<file path="config.mk">
export PLATFORM = sky130hd
export DESIGN_NAME = axi_frame_reader
export DESIGN_NICKNAME = d
export VERILOG_FILES = /design/src/rtl/axi_frame_reader.sv
export SDC_FILE = /design/constraint.sdc
export NUM_CORES = 1
export LEC_CHECK = 0
export ABC_AREA = 1
export BUFFER_PORTS_ARGS = -buffer_cell sky130_fd_sc_hd__buf_2
export CORE_UTILIZATION = 50
export CTS_CLUSTER_DIAMETER = 120
export CTS_CLUSTER_SIZE = 25
export DETAILED_ROUTE_END_ITERATION = 7
export PLACE_DENSITY = 0.69
export SLEW_MARGIN = 20
export SYNTH_ARGS = -nofsm -noshare
export SYNTH_HDL_FRONTEND = slang
export SYNTH_SLANG_ARGS = --single-unit
</file>
<file path="constraint.sdc">
create_clock -name clk -period 11 [get_ports clk]
set_clock_uncertainty 0.15 [all_clocks]
set_input_delay 2.2 -clock clk [delete_from_list [all_inputs] [get_ports clk]]
set_output_delay 2.2 -clock clk [all_outputs]
set_load 0.02 [all_outputs]
</file>
<file path="src/rtl/axi_frame_reader.sv">
// axi_frame_reader: AXI read master fetching a strided 2-D frame into a downstream FIFO, with optional byte swap.
// Latency: arvalid rises two edges after the enable rise is sampled; each accepted R beat reaches the FIFO one cycle later.
// Backpressure: a burst issues only if FIFO occupancy plus reserved words leaves room for all of it; R is always ready.
module axi_frame_reader #(
   parameter int DATA_W  = 64,
   parameter int FIFO_AW = 5,
   parameter int MAX_OUT = 2
) (
   input  logic                clk,
   input  logic                rst,
   input  logic                arready,
   output logic [31:0]         araddr,
   output logic [7:0]          arlen,
   output logic [2:0]          arsize,
   output logic [1:0]          arburst,
   output logic                arvalid,
   input  logic [DATA_W-1:0]   rdata,
   input  logic [1:0]          rresp,
   input  logic                rlast,
   input  logic                rvalid,
   output logic                rready,
   input  logic                cfg_blk_en,
   input  logic [12:0]         cfg_line_bytes,
   input  logic [10:0]         cfg_img_height,
   input  logic [15:0]         cfg_stride,
   input  logic [31:0]         cfg_map_ba,
   input  logic [7:0]          cfg_max_burst_length,
   input  logic [1:0]          cfg_swap_mode,
   input  logic [FIFO_AW:0]    fifo_words_used,
   output logic                fifo_push,
   output logic [DATA_W-1:0]   fifo_data,
   output logic                sts_busy,
   output logic                sts_done,
   output logic                sts_err
);
   localparam int BEAT_BYTES = DATA_W / 8;
   localparam int BSH        = $clog2(BEAT_BYTES);
   localparam int RW         = FIFO_AW + 1;

   typedef enum logic [2:0] {IDLE, LOAD, ISSUE, WAIT, DRAIN, DONE} state_t;

   state_t            state;
   logic              en_q;
   logic              aborting;     // abort seen this frame; stays set until the next start
   logic [31:0]       addr;
   logic [31:0]       line_addr;
   logic [12:0]       rem;          // beats left in the current line
   logic [12:0]       beats;        // length of the burst currently on AR
   logic [10:0]       lines;
   logic [RW-1:0]     reserved;     // FIFO words promised to bursts but not yet pushed
   logic [2:0]        outstanding;

   logic              ar_hs, r_hs, last_hs, start, abort_req, discard, credit_ok, line_end;
   logic [12:0]       line_beats, max_beats, to_4k, beats_c, rem_after;
   logic [15:0]       credit_sum;
   logic [DATA_W-1:0] swapped;

   assign arsize     = 3'(BSH);
   assign arburst    = 2'b01;
   assign rready     = ~rst;

   assign ar_hs      = arvalid & arready;
   assign r_hs       = rvalid & rready;
   assign last_hs    = r_hs & rlast;
   assign start      = (state == IDLE) & cfg_blk_en & ~en_q;
   assign abort_req  = ~cfg_blk_en & ((state == LOAD) | (state == ISSUE) | (state == WAIT) | (state == DRAIN));
   assign discard    = aborting | abort_req;

   assign line_beats = cfg_line_bytes >> BSH;
   assign max_beats  = (cfg_max_burst_length == 8'd0) ? 13'd1 : {5'd0, cfg_max_burst_length};
   assign to_4k      = (13'd4096 - {1'b0, addr[11:0]}) >> BSH;
   assign rem_after  = rem - beats;
   assign line_end   = (rem_after == 13'd0);
   assign credit_sum = 16'(fifo_words_used) + 16'(reserved) + 16'(beats_c);
   assign credit_ok  = (credit_sum <= 16'(1 << FIFO_AW)) && (32'(outstanding) < MAX_OUT);

   // Next burst length: smallest of the burst cap, the rest of the line and the room left in the 4 KB page.
   always_comb begin
      beats_c = max_beats;
      if (rem < beats_c) beats_c = rem;
      if (to_4k < beats_c) beats_c = to_4k;
   end

   // Byte swap by reversing byte order inside groups of 2, 4 or all bytes (index XOR group-1).
   always_comb begin
      int mask;
      mask = 0;
      case (cfg_swap_mode)
         2'd1:    mask = 1;
         2'd2:    mask = 3;
         2'd3:    mask = BEAT_BYTES - 1;
         default: mask = 0;
      endcase
      swapped = '0;
      for (int i = 0; i < BEAT_BYTES; i++) begin
         swapped[8*i +: 8] = rdata[8*(i ^ mask) +: 8];
      end
   end

   // Control FSM with credit/outstanding accounting, R-to-FIFO path and status flags.
   always_ff @(posedge clk) begin
      if (rst) begin
         state       <= IDLE;
         en_q        <= 1'b0;
         aborting    <= 1'b0;
         addr        <= '0;
         line_addr   <= '0;
         rem         <= '0;
         beats       <= '0;
         lines       <= '0;
         reserved    <= '0;
         outstanding <= '0;
         arvalid     <= 1'b0;
         araddr      <= '0;
         arlen       <= '0;
         fifo_push   <= 1'b0;
         fifo_data   <= '0;
         sts_busy    <= 1'b0;
         sts_done    <= 1'b0;
         sts_err     <= 1'b0;
      end else begin
         en_q        <= cfg_blk_en;
         outstanding <= outstanding + 3'(ar_hs) - 3'(last_hs);
         reserved    <= reserved + RW'(ar_hs ? beats : 13'd0) - RW'(fifo_push);
         fifo_push   <= r_hs & ~discard;
         if (r_hs) fifo_data <= swapped;
         if (r_hs && rresp != 2'b00) sts_err <= 1'b1;
         if (abort_req) aborting <= 1'b1;

         case (state)
            IDLE: begin
               if (start) begin
                  state     <= LOAD;
                  addr      <= cfg_map_ba;
                  line_addr <= cfg_map_ba;
                  rem       <= line_beats;
                  lines     <= cfg_img_height;
                  reserved  <= '0;
                  aborting  <= 1'b0;
                  sts_busy  <= 1'b1;
                  sts_done  <= 1'b0;
                  sts_err   <= 1'b0;
               end
            end
            LOAD: begin
               state <= abort_req ? DRAIN : WAIT;
            end
            WAIT: begin
               if (abort_req) begin
                  state <= DRAIN;
               end else if (credit_ok) begin
                  state   <= ISSUE;
                  arvalid <= 1'b1;
                  araddr  <= addr;
                  arlen   <= 8'(beats_c - 13'd1);
                  beats   <= beats_c;
               end
            end
            ISSUE: begin
               // An abort cannot withdraw arvalid; it takes effect once the handshake completes.
               if (ar_hs) begin
                  arvalid <= 1'b0;
                  if (discard) begin
                     state <= DRAIN;
                  end else if (line_end) begin
                     lines     <= lines - 11'd1;
                     line_addr <= line_addr + 32'(cfg_stride);
                     addr      <= line_addr + 32'(cfg_stride);
                     rem       <= line_beats;
                     state     <= (lines == 11'd1) ? DRAIN : WAIT;
                  end else begin
                     rem   <= rem_after;
                     addr  <= addr + (32'(beats) << BSH);
                     state <= WAIT;
                  end
               end
            end
            DRAIN: begin
               if (discard) begin
                  if (outstanding == 3'd0) begin
                     state    <= IDLE;
                     sts_busy <= 1'b0;
                  end
               end else if (outstanding == 3'd0 && !r_hs) begin
                  // The final push is on the bus this cycle, so done becomes visible the cycle after it.
                  state    <= DONE;
                  sts_done <= 1'b1;
               end
            end
            DONE: begin
               state    <= IDLE;
               sts_busy <= 1'b0;
            end
            default: state <= IDLE;
         endcase
      end
   end
endmodule

</file>
==> impl_metrics.py <==
metrics = {
    "die": {
        "die_w_um": 175.0,
        "std_cell_rows": 62,
        "die_y_um": 175.0,
        "initial_utilization_pct": 51.44,
        "io_pins": 275,
        "coreArea_um2": 29090,
        "dieArea_um2": 30620,
    },
    "status": {
        "status": "complete, no violations",
    },
    "logic_synthesis": {
        "netlist_area_um2": 14960,
        "ys_ff_latch": 224,
        "ys_seq_area_share_pct": 29.97,
        "synthCells": 2275,
        "ys_types": 53,
        "yosysWarnings": 0,
        "synth_area_per_cell_um2": 6.577,
        "synth_edf_count": 0,
        "ys.flop_type": "dfxtp_1",
        "synth-async-reset-ratio_pct": 0,
    },
    "timing": {
        "slew_headroom_pct": 28.47,
        "layout_setup_ws_ps": 1842,
        "fin_crit_ps": 9158,
        "max_freq_mhz": 109.2,
        "worst_slew_pin_slew_ps": 1072,
        "tns_ps": 0,
        "hold_viol": 0,
        "post-route-period-util_pct": 83.25,
        "rsz0062_at_grt": "no",
        "setup_viol": 0,
        "slew_viol_final": 0,
    },
    "global_routing": {
        "grt_first_pass_wirelength_um": 78630,
        "grt-ovfl-total": 0,
        "top_usage_layer": "met2",
        "gr-usage-met2_pct": 49.39,
        "first_global_vias": 14659,
        "track_usage_pct": 32.02,
        "grtUsageMet1_pct": 45.21,
        "grt_max_degree": 97,
        "antenna_found_initial": 5,
        "use_met3_pct": 5.766,
    },
    "cts": {
        "root_buffer": "clkbuf_16",
        "cts_hold_buf": 0,
        "cts_made_buffers": 12,
        "tritoncts": "yes",
        "clock-sinks": 224,
        "clk_pin_slew_worst_paths_ps": 100,
        "htree_num_levels": 1,
        "postCtsSetupRepairBufs": 0,
        "insertion_delay_ps": 490,
        "cts_resized": 0,
        "cts_buffer_depth": 3,
    },
    "route": {
        "wl_per_cell_um": 17.65,
        "drt-pass1-iter-count": 6,
        "drtIter0Drc": 1586,
        "drc": 0,
        "vias": 16023,
        "detail-route-antenna-nets": 0,
        "vias_per_cell": 5.646,
        "drt_wl_total_um": 50100,
    },
    "setup_path": {
        "max_stage_delay_ps": 670,
        "end_kind": "register",
        "slowest_stage": "o21ai_0",
        "arrival_ps": 9420,
        "crit_path_start_kind": "input pin",
        "critPathMaxFanout": 29,
        "crit_top_cell": "nand2_1",
        "cp.required_ps": 11260,
        "path_class": "input pin to register",
    },
    "placed_design": {
        "dp_hpwl_um": 36930,
        "dp_worst_setup_slack_ps": 1453,
        "portBuffers": 266,
        "gp_congestion": 0.9625,
    },
    "power": {
        "pwr-share-clk_pct": 12.4,
        "seqPwrFrac_pct": 27.6,
        "ir_worst_vdd_mv": 0.1654,
        "power_density_nw_per_um2": 239.0,
        "leakage_nw": 8.175,
        "internal-power_mw": 1.974,
        "netSwitchingPower_mw": 2.028,
        "swShare_pct": 50.67,
        "pwr-share-comb_pct": 60.0,
    },
    "layout": {
        "areaGrowthSynthToFinish_pct": 11.90,
        "final_nets": 2700,
        "drive_gt1_share_pct": 13.07,
    },
    "min_path": {
        "hp-class": "register to register",
    },
    "run": {
        "maxCapViolCount": 0,
    },
}
## flip-flops by register name (all words and copies together) (netlist names), 3 cells and up
name / cells
addr: 32
beats: 13
arlen: 8
lines: 11
line_addr: 32
reserved: 6
state: 3
fifo_data: 64
outstanding: 3
rem: 13
araddr: 32
## placed cells by master (no fill, tap or decap), types with 3 or more instances in the layout
| cell | netlist | layout |
|---|---|---|
| xor2_1 | 50 | 50 |
| o211ai_1 | 37 | 37 |
| nand4_1 | 32 | 32 |
| a21oi_1 | 178 | 178 |
| ha_1 | 79 | 79 |
| a31oi_1 | 32 | 32 |
| o211a_1 | 4 | 4 |
| o2111ai_1 | 6 | 6 |
| a22oi_1 | 3 | 3 |
| nor2_4 | 2 | 5 |
| o21ai_0 | 250 | 250 |
| buf_2 | 17 | 266 |
| clkbuf_16 | 0 | 13 |
| nor2_1 | 195 | 192 |
| nand3_1 | 147 | 145 |
| a21o_1 | 6 | 6 |
| o22ai_1 | 37 | 37 |
| fa_1 | 12 | 12 |
| buf_4 | 9 | 16 |
| o21ai_1 | 9 | 9 |
| dfxtp_1 | 224 | 224 |
| a21boi_0 | 5 | 5 |
| nor2_2 | 5 | 5 |
| o21bai_1 | 12 | 12 |
| nor4_1 | 3 | 3 |
| inv_1 | 257 | 256 |
| nand2_1 | 489 | 489 |
| conb_1 | 2 | 7 |
| diode_2 | 0 | 5 |
| nor3_1 | 20 | 20 |
| inv_2 | 2 | 3 |
| xnor2_1 | 21 | 21 |
| a41oi_1 | 5 | 5 |
## final cells by class
type / instances / area, µm²
clock buffers: 14 / 329.1
repair buffers: 282 / 1451
multi-input cells: 1669 / 9007
flip-flops and latches: 224 / 4484
diodes: 5 / 12.51
fillers: 2983 / 12350
well taps: 384 / 480.5
inverters: 260 / 978.4
## power groups by stage
stage	Clock (mW)	Sequential (mW)	Combinational, mW
floorplan	0	1.08	1.77
global placement	0	1.11	2.32
detailed placement	0	1.12	2.36
CTS	0.504	1.10	2.38
global route	0.528	1.12	2.73
finish	0.496	1.11	2.40
## final timing paths
path,startpoint,to,slack [ps],cells after the start
setup / recovery,cfg_max_burst_length[6],araddr[30],1840,31
hold / removal,sts_err,sts_err,310,2
setup reg to reg,rem[6],araddr[30],3350,29
hold reg to reg,sts_err,sts_err,310,2
## per-layer routing
metal / share of wire (%) / wire length, µm / vias to the layer above
met2: 44 / 21800 / 669
met3: 9.2 / 4587 / 89
li1: - / - / 7909
met1: 44 / 22190 / 7356
met5: 0 / 0 / -
met4: 3.0 / 1520 / 0
## logic make-up (layout without fill, tap and decap cells)
logic type	count (synthesis)	after routing	synth area share [%]
XOR/XNOR	71	71	4.156
AO/OA/AOI/OAI	597	597	22.38
AND/OR/NAND/NOR	902	902	24.99
other	2	12	0.05019
buffers and inverters	387	556	10.18
multiplexers	1	1	0.06690
flip-flops	224	224	29.97
adder cells (fa/ha/maj)	91	91	8.211
## synthesized netlist by cell type (4+ instances only)
cell type / count / area [µm²]
ha_1: 79 / 988.5
xnor2_1: 21 / 183.9
xor2_1: 50 / 437.9
inv_1: 257 / 964.7
o21bai_1: 12 / 90.09
a41oi_1: 5 / 43.79
o21ai_0: 250 / 1251
nor3_1: 20 / 100.1
nor2_1: 195 / 732.0
nand3_1: 147 / 735.7
nor2_2: 5 / 31.28
o211a_1: 4 / 40.04
dfxtp_1: 224 / 4484
o2111ai_1: 6 / 52.55
a21boi_0: 5 / 37.54
fa_1: 12 / 240.2
buf_2: 17 / 85.08
clkbuf_1: 89 / 334.1
a21oi_1: 178 / 890.9
o22ai_1: 37 / 231.5
a31oi_1: 32 / 200.2
buf_1: 10 / 37.54
o211ai_1: 37 / 277.8
buf_4: 9 / 67.56
a21o_1: 6 / 45.04
o21ai_1: 9 / 45.04
nand4_1: 32 / 200.2
nand2_1: 489 / 1836
## worst max-delay path: cells and delay by family
family | cells | cell delay, ps
simple gates | 13 | 2660
compound gates | 9 | 2140
fa+ha+maj | 4 | 1500
buf+inv | 4 | 720
xor+xnor | 1 | 160
## through the flow
step / utilization, % / hold slack, ps / cells / total power [mW] / area, µm²
after floorplan: - / 290.2 / 2280 / 2.848 / 14980
final: 57.56 / 311.5 / 2838 / 4.002 / 16740
after global routing: 57.54 / 335.3 / 2836 / 4.379 / 16740
after global placement: 56.37 / 281.1 / 2819 / 3.433 / 16400
after detailed placement: 56.37 / 295.1 / 2819 / 3.480 / 16400
after CTS: 57.50 / 310.7 / 2833 / 3.985 / 16730
No activity file was read; power rests on OpenSTA's default activity.
